$ cat src/rtl/alu_sweep_ctrl.sv
// alu_sweep_ctrl: sequences one operand pair through a chosen subset of
// the four ALU opcodes in ascending order. It samples the combinational
// ALU result at the end of each issue cycle and offers every result on a
// valid/ready stream. A one-cycle done pulse closes each command.
module alu_sweep_ctrl (
  input  logic       clk,
  input  logic       rst,
  input  logic       cmd_valid,
  output logic       cmd_ready,
  input  logic [3:0] cmd_a,
  input  logic [3:0] cmd_b,
  input  logic [3:0] cmd_mask,
  output logic [3:0] alu_a,
  output logic [3:0] alu_b,
  output logic [1:0] alu_op,
  input  logic [3:0] alu_s,
  output logic       res_valid,
  input  logic       res_ready,
  output logic [1:0] res_op,
  output logic [3:0] res_s,
  output logic       res_zero,
  output logic       done
);

  localparam logic [1:0] IDLE  = 2'd0;
  localparam logic [1:0] ISSUE = 2'd1;
  localparam logic [1:0] OUT   = 2'd2;
  localparam logic [1:0] DONE  = 2'd3;

  logic [1:0] state_q, state_d;
  logic [3:0] a_q, a_d;
  logic [3:0] b_q, b_d;
  logic [3:0] mask_q, mask_d;
  logic [1:0] op_idx_q, op_idx_d;
  logic [3:0] res_s_q, res_s_d;
  logic [1:0] res_op_q, res_op_d;
  logic       res_zero_q, res_zero_d;
  logic       higher_set;

  // Any selected opcode above the current one still waiting to be issued?
  always_comb begin
    higher_set = 1'b0;
    case (op_idx_q)
      2'd0:    higher_set = |mask_q[3:1];
      2'd1:    higher_set = |mask_q[3:2];
      2'd2:    higher_set = mask_q[3];
      default: higher_set = 1'b0;
    endcase
  end

  // Next-state and datapath update for the sweep sequencer.
  always_comb begin
    // NOTE: every _d starts as its _q so that no path through the case
    // leaves a signal unassigned, which would infer a latch.
    state_d    = state_q;
    a_d        = a_q;
    b_d        = b_q;
    mask_d     = mask_q;
    op_idx_d   = op_idx_q;
    res_s_d    = res_s_q;
    res_op_d   = res_op_q;
    res_zero_d = res_zero_q;

    case (state_q)
      IDLE: begin
        if (cmd_valid) begin
          a_d      = cmd_a;
          b_d      = cmd_b;
          mask_d   = cmd_mask;
          op_idx_d = 2'd0;
          state_d  = (cmd_mask != 4'd0) ? ISSUE : DONE;
        end
      end
      ISSUE: begin
        if (mask_q[op_idx_q]) begin
          res_s_d    = alu_s;
          res_op_d   = op_idx_q;
          res_zero_d = (alu_s == 4'd0);
          state_d    = OUT;
        end else if (op_idx_q == 2'd3) begin
          state_d = DONE;
        end else begin
          op_idx_d = op_idx_q + 2'd1;
        end
      end
      OUT: begin
        // The result stays put until the consumer takes it.
        if (res_ready) begin
          if (op_idx_q == 2'd3 || !higher_set) begin
            state_d = DONE;
          end else begin
            op_idx_d = op_idx_q + 2'd1;
            state_d  = ISSUE;
          end
        end
      end
      default: begin
        state_d = IDLE;
      end
    endcase
  end

  // State registers with synchronous reset; reset drops any in-flight work.
  always_ff @(posedge clk) begin
    // NOTE: non-blocking assignments so that all flops update from
    // pre-edge values regardless of statement order.
    if (rst) begin
      state_q    <= IDLE;
      a_q        <= 4'd0;
      b_q        <= 4'd0;
      mask_q     <= 4'd0;
      op_idx_q   <= 2'd0;
      res_s_q    <= 4'd0;
      res_op_q   <= 2'd0;
      res_zero_q <= 1'b0;
    end else begin
      state_q    <= state_d;
      a_q        <= a_d;
      b_q        <= b_d;
      mask_q     <= mask_d;
      op_idx_q   <= op_idx_d;
      res_s_q    <= res_s_d;
      res_op_q   <= res_op_d;
      res_zero_q <= res_zero_d;
    end
  end

  assign cmd_ready = (state_q == IDLE);
  assign res_valid = (state_q == OUT);
  assign done      = (state_q == DONE);
  assign alu_a     = a_q;
  assign alu_b     = b_q;
  assign alu_op    = op_idx_q;
  assign res_s     = res_s_q;
  assign res_op    = res_op_q;
  assign res_zero  = res_zero_q;

endmodule

$ cat config.mk
export PLATFORM = sky130hd
export DESIGN_NAME = alu_sweep_ctrl
export DESIGN_NICKNAME = d
export VERILOG_FILES = /design/src/rtl/alu_sweep_ctrl.sv
export SDC_FILE = /design/constraint.sdc
export NUM_CORES = 1
export LEC_CHECK = 0
export CAP_MARGIN = 20
export CORE_ASPECT_RATIO = 0.6
export CORE_MARGIN = 5
export CORE_UTILIZATION = 47
export DETAILED_ROUTE_END_ITERATION = 7
export MAX_ROUTING_LAYER = met4
export PLACE_DENSITY = 0.91
export SLEW_MARGIN = 20
export SYNTH_ARGS = -nofsm -noshare
export SYNTH_HDL_FRONTEND = slang
export SYNTH_SLANG_ARGS = --single-unit
$ cat constraint.sdc
create_clock -name clk -period 3.8 [get_ports clk]
set_input_delay 1.14 -clock clk [delete_from_list [all_inputs] [get_ports clk]]
set_output_delay 1.14 -clock clk [all_outputs]
set_load 0.01 [all_outputs]
### Yosys cells after proc, flatten, opt, wreduce, memory -nomap -nowiden

Cells that the tools add are included.

| storage, ports and cells | value |
|---|---|
| register bits after elaboration | 23 |
| output and inout bits | 20 |

| operators by class | value |
|---|---|
| add/sub/neg operators | 1 |
| order comparisons | 1 |
| equal/unequal tests | 12 |
| mux-type cells | 16 |
| reductions and logical operators | 13 |

Operator list:

| cell | number |
|---|---|
| 2-bit two-way mux | 11 |
| 2-bit case mux with 3 select lines | 2 |
| 2-bit equality test, second input constant | 4 |
| 2-bit != test, second input constant | 4 |
| 6-bit AND reduction | 1 |
| 2-bit by 1-bit equality test with 1-bit output, second input constant | 2 |
| 2-bit logical NOT | 2 |
| 4-bit logical NOT | 1 |
| 2-bit AND reduction | 2 |
| 4-bit nonzero test | 1 |
| 2-bit by 3-bit less-than comparator with 1-bit output, second input constant | 1 |
| 3-bit != test, second input constant | 1 |
| 1-bit case mux with 3 select lines | 1 |
| 3-bit AND reduction | 1 |
| 3-bit nonzero test | 1 |
| 3-bit OR reduction | 1 |
| 2-bit by 1-bit adder with 2-bit output, second input constant | 1 |
| 1-bit binary-select mux with 2-bit select | 1 |
| 2-bit by 1-bit != test with 1-bit output, second input constant | 1 |
| 2-bit OR reduction | 1 |
| 1-bit logical NOT | 1 |
| 1-bit logical OR | 1 |
| 1-bit two-way mux | 1 |

### Logic depth before layout (Yosys ltp)

| depth | value |
|---|---|
| depth in word-level cells | 7 |
| mapped depth | 7 |

### Worst setup path after synthesis

Ideal clock, no wire load.

| path | value |
|---|---|
| path kind | input to register |
| from | in cmd_valid |
| to | reg op_idx_q[0] (netlist: alu_op[0]) |
| arrival time | 1.885 ns |
| data required time | 3.682 ns |
| slack | 1.797 ns |
| stages | 3 |
| cells stage by stage | o22a_1 or4b_4 mux2i_1 |

| on the way | value |
|---|---|
| cells in the longest elaborated chain, start to end | 2 |

RTL lines:

| item | RTL line | text |
|---|---|---|
| start, declared | 8 | `input logic cmd_valid,` |
| 2-bit != test (no line) | n/a |  |
| 6-bit AND reduction (no line) | n/a |  |
| end signal, assigned | 121 | `op_idx_q <= op_idx_d;` |
| end, declared | 34 | `logic [1:0] op_idx_q, op_idx_d;` |

No other way between the ends.
A chain may end at the register's enable or synchronous reset.

### Worst setup path in the final report

| path | value |
|---|---|
| from | reg state_q[0] |
| to | out cmd_ready |

| on the way | value |
|---|---|
| cells in the longest elaborated chain, start to end | 1 |

RTL lines:

| item | RTL line | text |
|---|---|---|
| start, declared | 30 | `logic [1:0] state_q, state_d;` |
| start signal, assigned | 117 | `state_q <= state_d;` |
| 2-bit logical NOT | 128 | `assign cmd_ready = (state_q == IDLE);` |
| end, declared | 9 | `output logic cmd_ready,` |

No other way between the ends.

==> reports/results.tsv <==
metric	value	unit
Comb power frac	45.4	%
Syn. warnings	0	
crit-path max FO	5	
critical path's slowest cell	clkdlybuf4s50_1	
remaining global-route overflow	0	
largest net degree at the start of global routing	24	
synth cell count leaders	33 x nand2_1, 23 x dfxtp_1, 18 x a21oi_1, 9 x ha_1	
post-placement cell area	1524	sq um
share of Yosys cell area claimed by the top area cell type	41.16	%
post-synth cell types	25	
first-pass GRT wire length	4885	um
Clk network pwr share	17.6	%
leakage power	0.5917	nW
Clock Latency Late Sink	0.27	ns
initial antenna violation count	0	
DRT Pass-1 Iters	4	
sequential power share	37.0	%
DRC	0	
die area	3488	sq um
RSZ-0062 raised after global routing	false	
crit start category	flip-flop	
n_diodes	0	
Mean Syn Cell Area	8.348	sq um
H-Tree Depth	1	
post-CTS setup repair buffer count	0	
pwr dens	555.5	nW/um^2
share of cells above drive strength 1	2.924	%
CTS Buf Count	3	
worst-margin pin slew	0.8075	ns
core area	2212	sq um
area grow syn2layout	40.38	%
maximum vdd drop	0.0004162	V
initial DRC count	71	
synthesis-stage register bit count	23	
count leader, synth	nand2_1	
Top FF cell, synth	dfxtp_1	
GRT Total Usage	19.00	%
final wirelength	2993	um
crit-path leading delay family	buffers and inverters	
post-synth top area cell	dfxtp_1	
synthesized cell area	1119	sq um
worst hold path class	reg2reg	
setup_tns	0	ns
outcome	completed	
FF+latch area	460.4	sq um
via count	1095	
EDFF count, synth	0	
CTS clk-pin slew, worst paths	0.08	ns
post-CTS sizing	0	
Worst Path Arrival	1.54	ns
final instance area	1570	sq um
Final Max Tran Viols	0	
clock skew	0.002511	ns
# port buffers	39	
num rows	13	
Clock Sinks	23	
fillers	171	
Nets	201	
Max Fclk	373.2	MHz
die height	47.79	um
Max clock buf depth	2	
max_slew headroom	46.00	%
Total Power	0.8723	mW
ranking of synthesized cells by area	dfxtp_1 41%, nand2_1 11%, ha_1 10%	
Cell Count, Final, Fillers Out	201	
starting density of the core	50.57	%
antenna-violating nets left	0	
synthesized netlist net count	163	
post-DP HPWL	2254	um
Ports	40	
Sw Pwr	0.3319	mW
CP endpoint kind	output port	
Setup-failing EPs final	0	
Root Driver	clkbuf_8	
switching share of power	38.06	%
asr flop ratio synth	0	%
multi-input logic area	605.6	sq um
Vias/cell	5.448	
Fin. Hold Viols	0	
P_int	0.5403	mW
Mapped Cells	134	
post-synthesis sequential area ratio	41.16	%
dpl cells	197	
Buf/Inv on CP	2	
vias in the first global route	1067	
DP Worst Slack	1.125	ns
minimum clock period	2.679	ns
CTS tree	yes	
Post-CTS Hold Fix Bufs	0	
kind of critical path	reg2out	
die extent in x	72.98	um
setup ws final	1.121	ns
Worst path max stage delay	0.58	ns
Final Cycle Share	70.51	%
Worst Path Required	2.66	ns
maxcap violations	0	
detail-routed net length per standard cell	14.89	um
crit-path cells	inv_1 -> ha_1 -> clkdlybuf4s50_1	
RePlAce Congestion	0.8811	
==> tightest hold or removal path, delay by kind of cell, from the launching register on <==
kind            cells  cell delay (ns)
flops               1             0.31
compound gates      1             0.05
simple gates        1             0.05
==> flip-flops by register name (all words and copies together) (netlist names) <==
register and cells:
state_q 2, alu_op 2, res_zero 1, alu_b 4, res_s 4, mask_q 4, res_op 2, alu_a 4
==> power by group through the flow <==
stage          Clock [mW]  Combinational (mW)  Sequential (mW)
6_report            0.153               0.396            0.323
5_1_grt             0.165               0.433            0.329
4_1_cts             0.155               0.394            0.322
3_5_place_dp            0               0.387            0.327
3_3_place_gp            0               0.369            0.324
2_1_floorplan           0               0.237            0.328
==> cells by family (layout without fill, tap and decap cells) <==
kind of cell,Yosys count,after routing,share of synthesized area [%]
DFF,23,23,41.16
muxes,6,6,6.824
AOI/OAI and AO/OA,28,28,15.55
buffers and inverters,14,51,4.698
adders and majority gates,9,9,10.07
and+or+nand+nor,54,54,21.70
==> path summary, 6_finish.rpt <==
path / cells after the start / slack, ns / to / from
setup / recovery: 3 / 1.12 / cmd_ready / state_q[0]
setup reg to reg: 6 / 1.68 / alu_op[1] / alu_op[0]
hold / removal: 2 / 0.46 / alu_b[3] / alu_b[3]
hold reg to reg: 2 / 0.46 / alu_b[3] / alu_b[3]
==> cell type report <==
cell class                 instances  share of cell area [%]
multi-input combinational         97                   38.57
sequential                        23                   29.32
timing repair buffer              39                   24.86
clock buffer                       3                   2.629
tap                               30                   2.390
inverter                           8                   1.912
clock inverter                     1                  0.3187
==> per-stage QoR <==
| step | util (%) | hold WS (ns) |
|---|---|---|
| 6_report | 70.98 | 0.4571 |
| 3_5_place_dp | 68.89 | 0.4478 |
| 2_1_floorplan | - | 0.4443 |
| 3_3_place_gp | 68.89 | 0.4445 |
| 5_1_grt | 70.98 | 0.4858 |
| 4_1_cts | 70.98 | 0.4593 |
==> layout by cell type (no fill, tap or decap) <==
cell,n
o31ai_1,1
o32ai_1,1
nand4_1,1
mux4_1,1
o211ai_1,1
o22a_1,1
a211oi_1,3
a21oi_1,18
clkdlybuf4s50_1,39
ha_1,9
nor2_1,4
and2_1,2
nand2_1,33
dfxtp_1,23
mux2i_1,5
nor3b_1,1
nor4_1,2
a32oi_1,1
o41a_1,1
nand3_1,8
or4b_4,1
nor2b_1,1
nor3_1,1
inv_1,8
clkbuf_8,3
clkinv_2,1
a221oi_1,1
==> routing by layer <==
metal | vias up | track usage, % | wire length [um]
met5 | - | - | 0
met4 | 0 | 3.309 | 18
met3 | 4 | 6.499 | 226
met2 | 33 | 34.46 | 1472
met1 | 526 | 20.93 | 1276
li1 | 532 | - | -
Note: power is estimated with default switching activity, not from simulation.
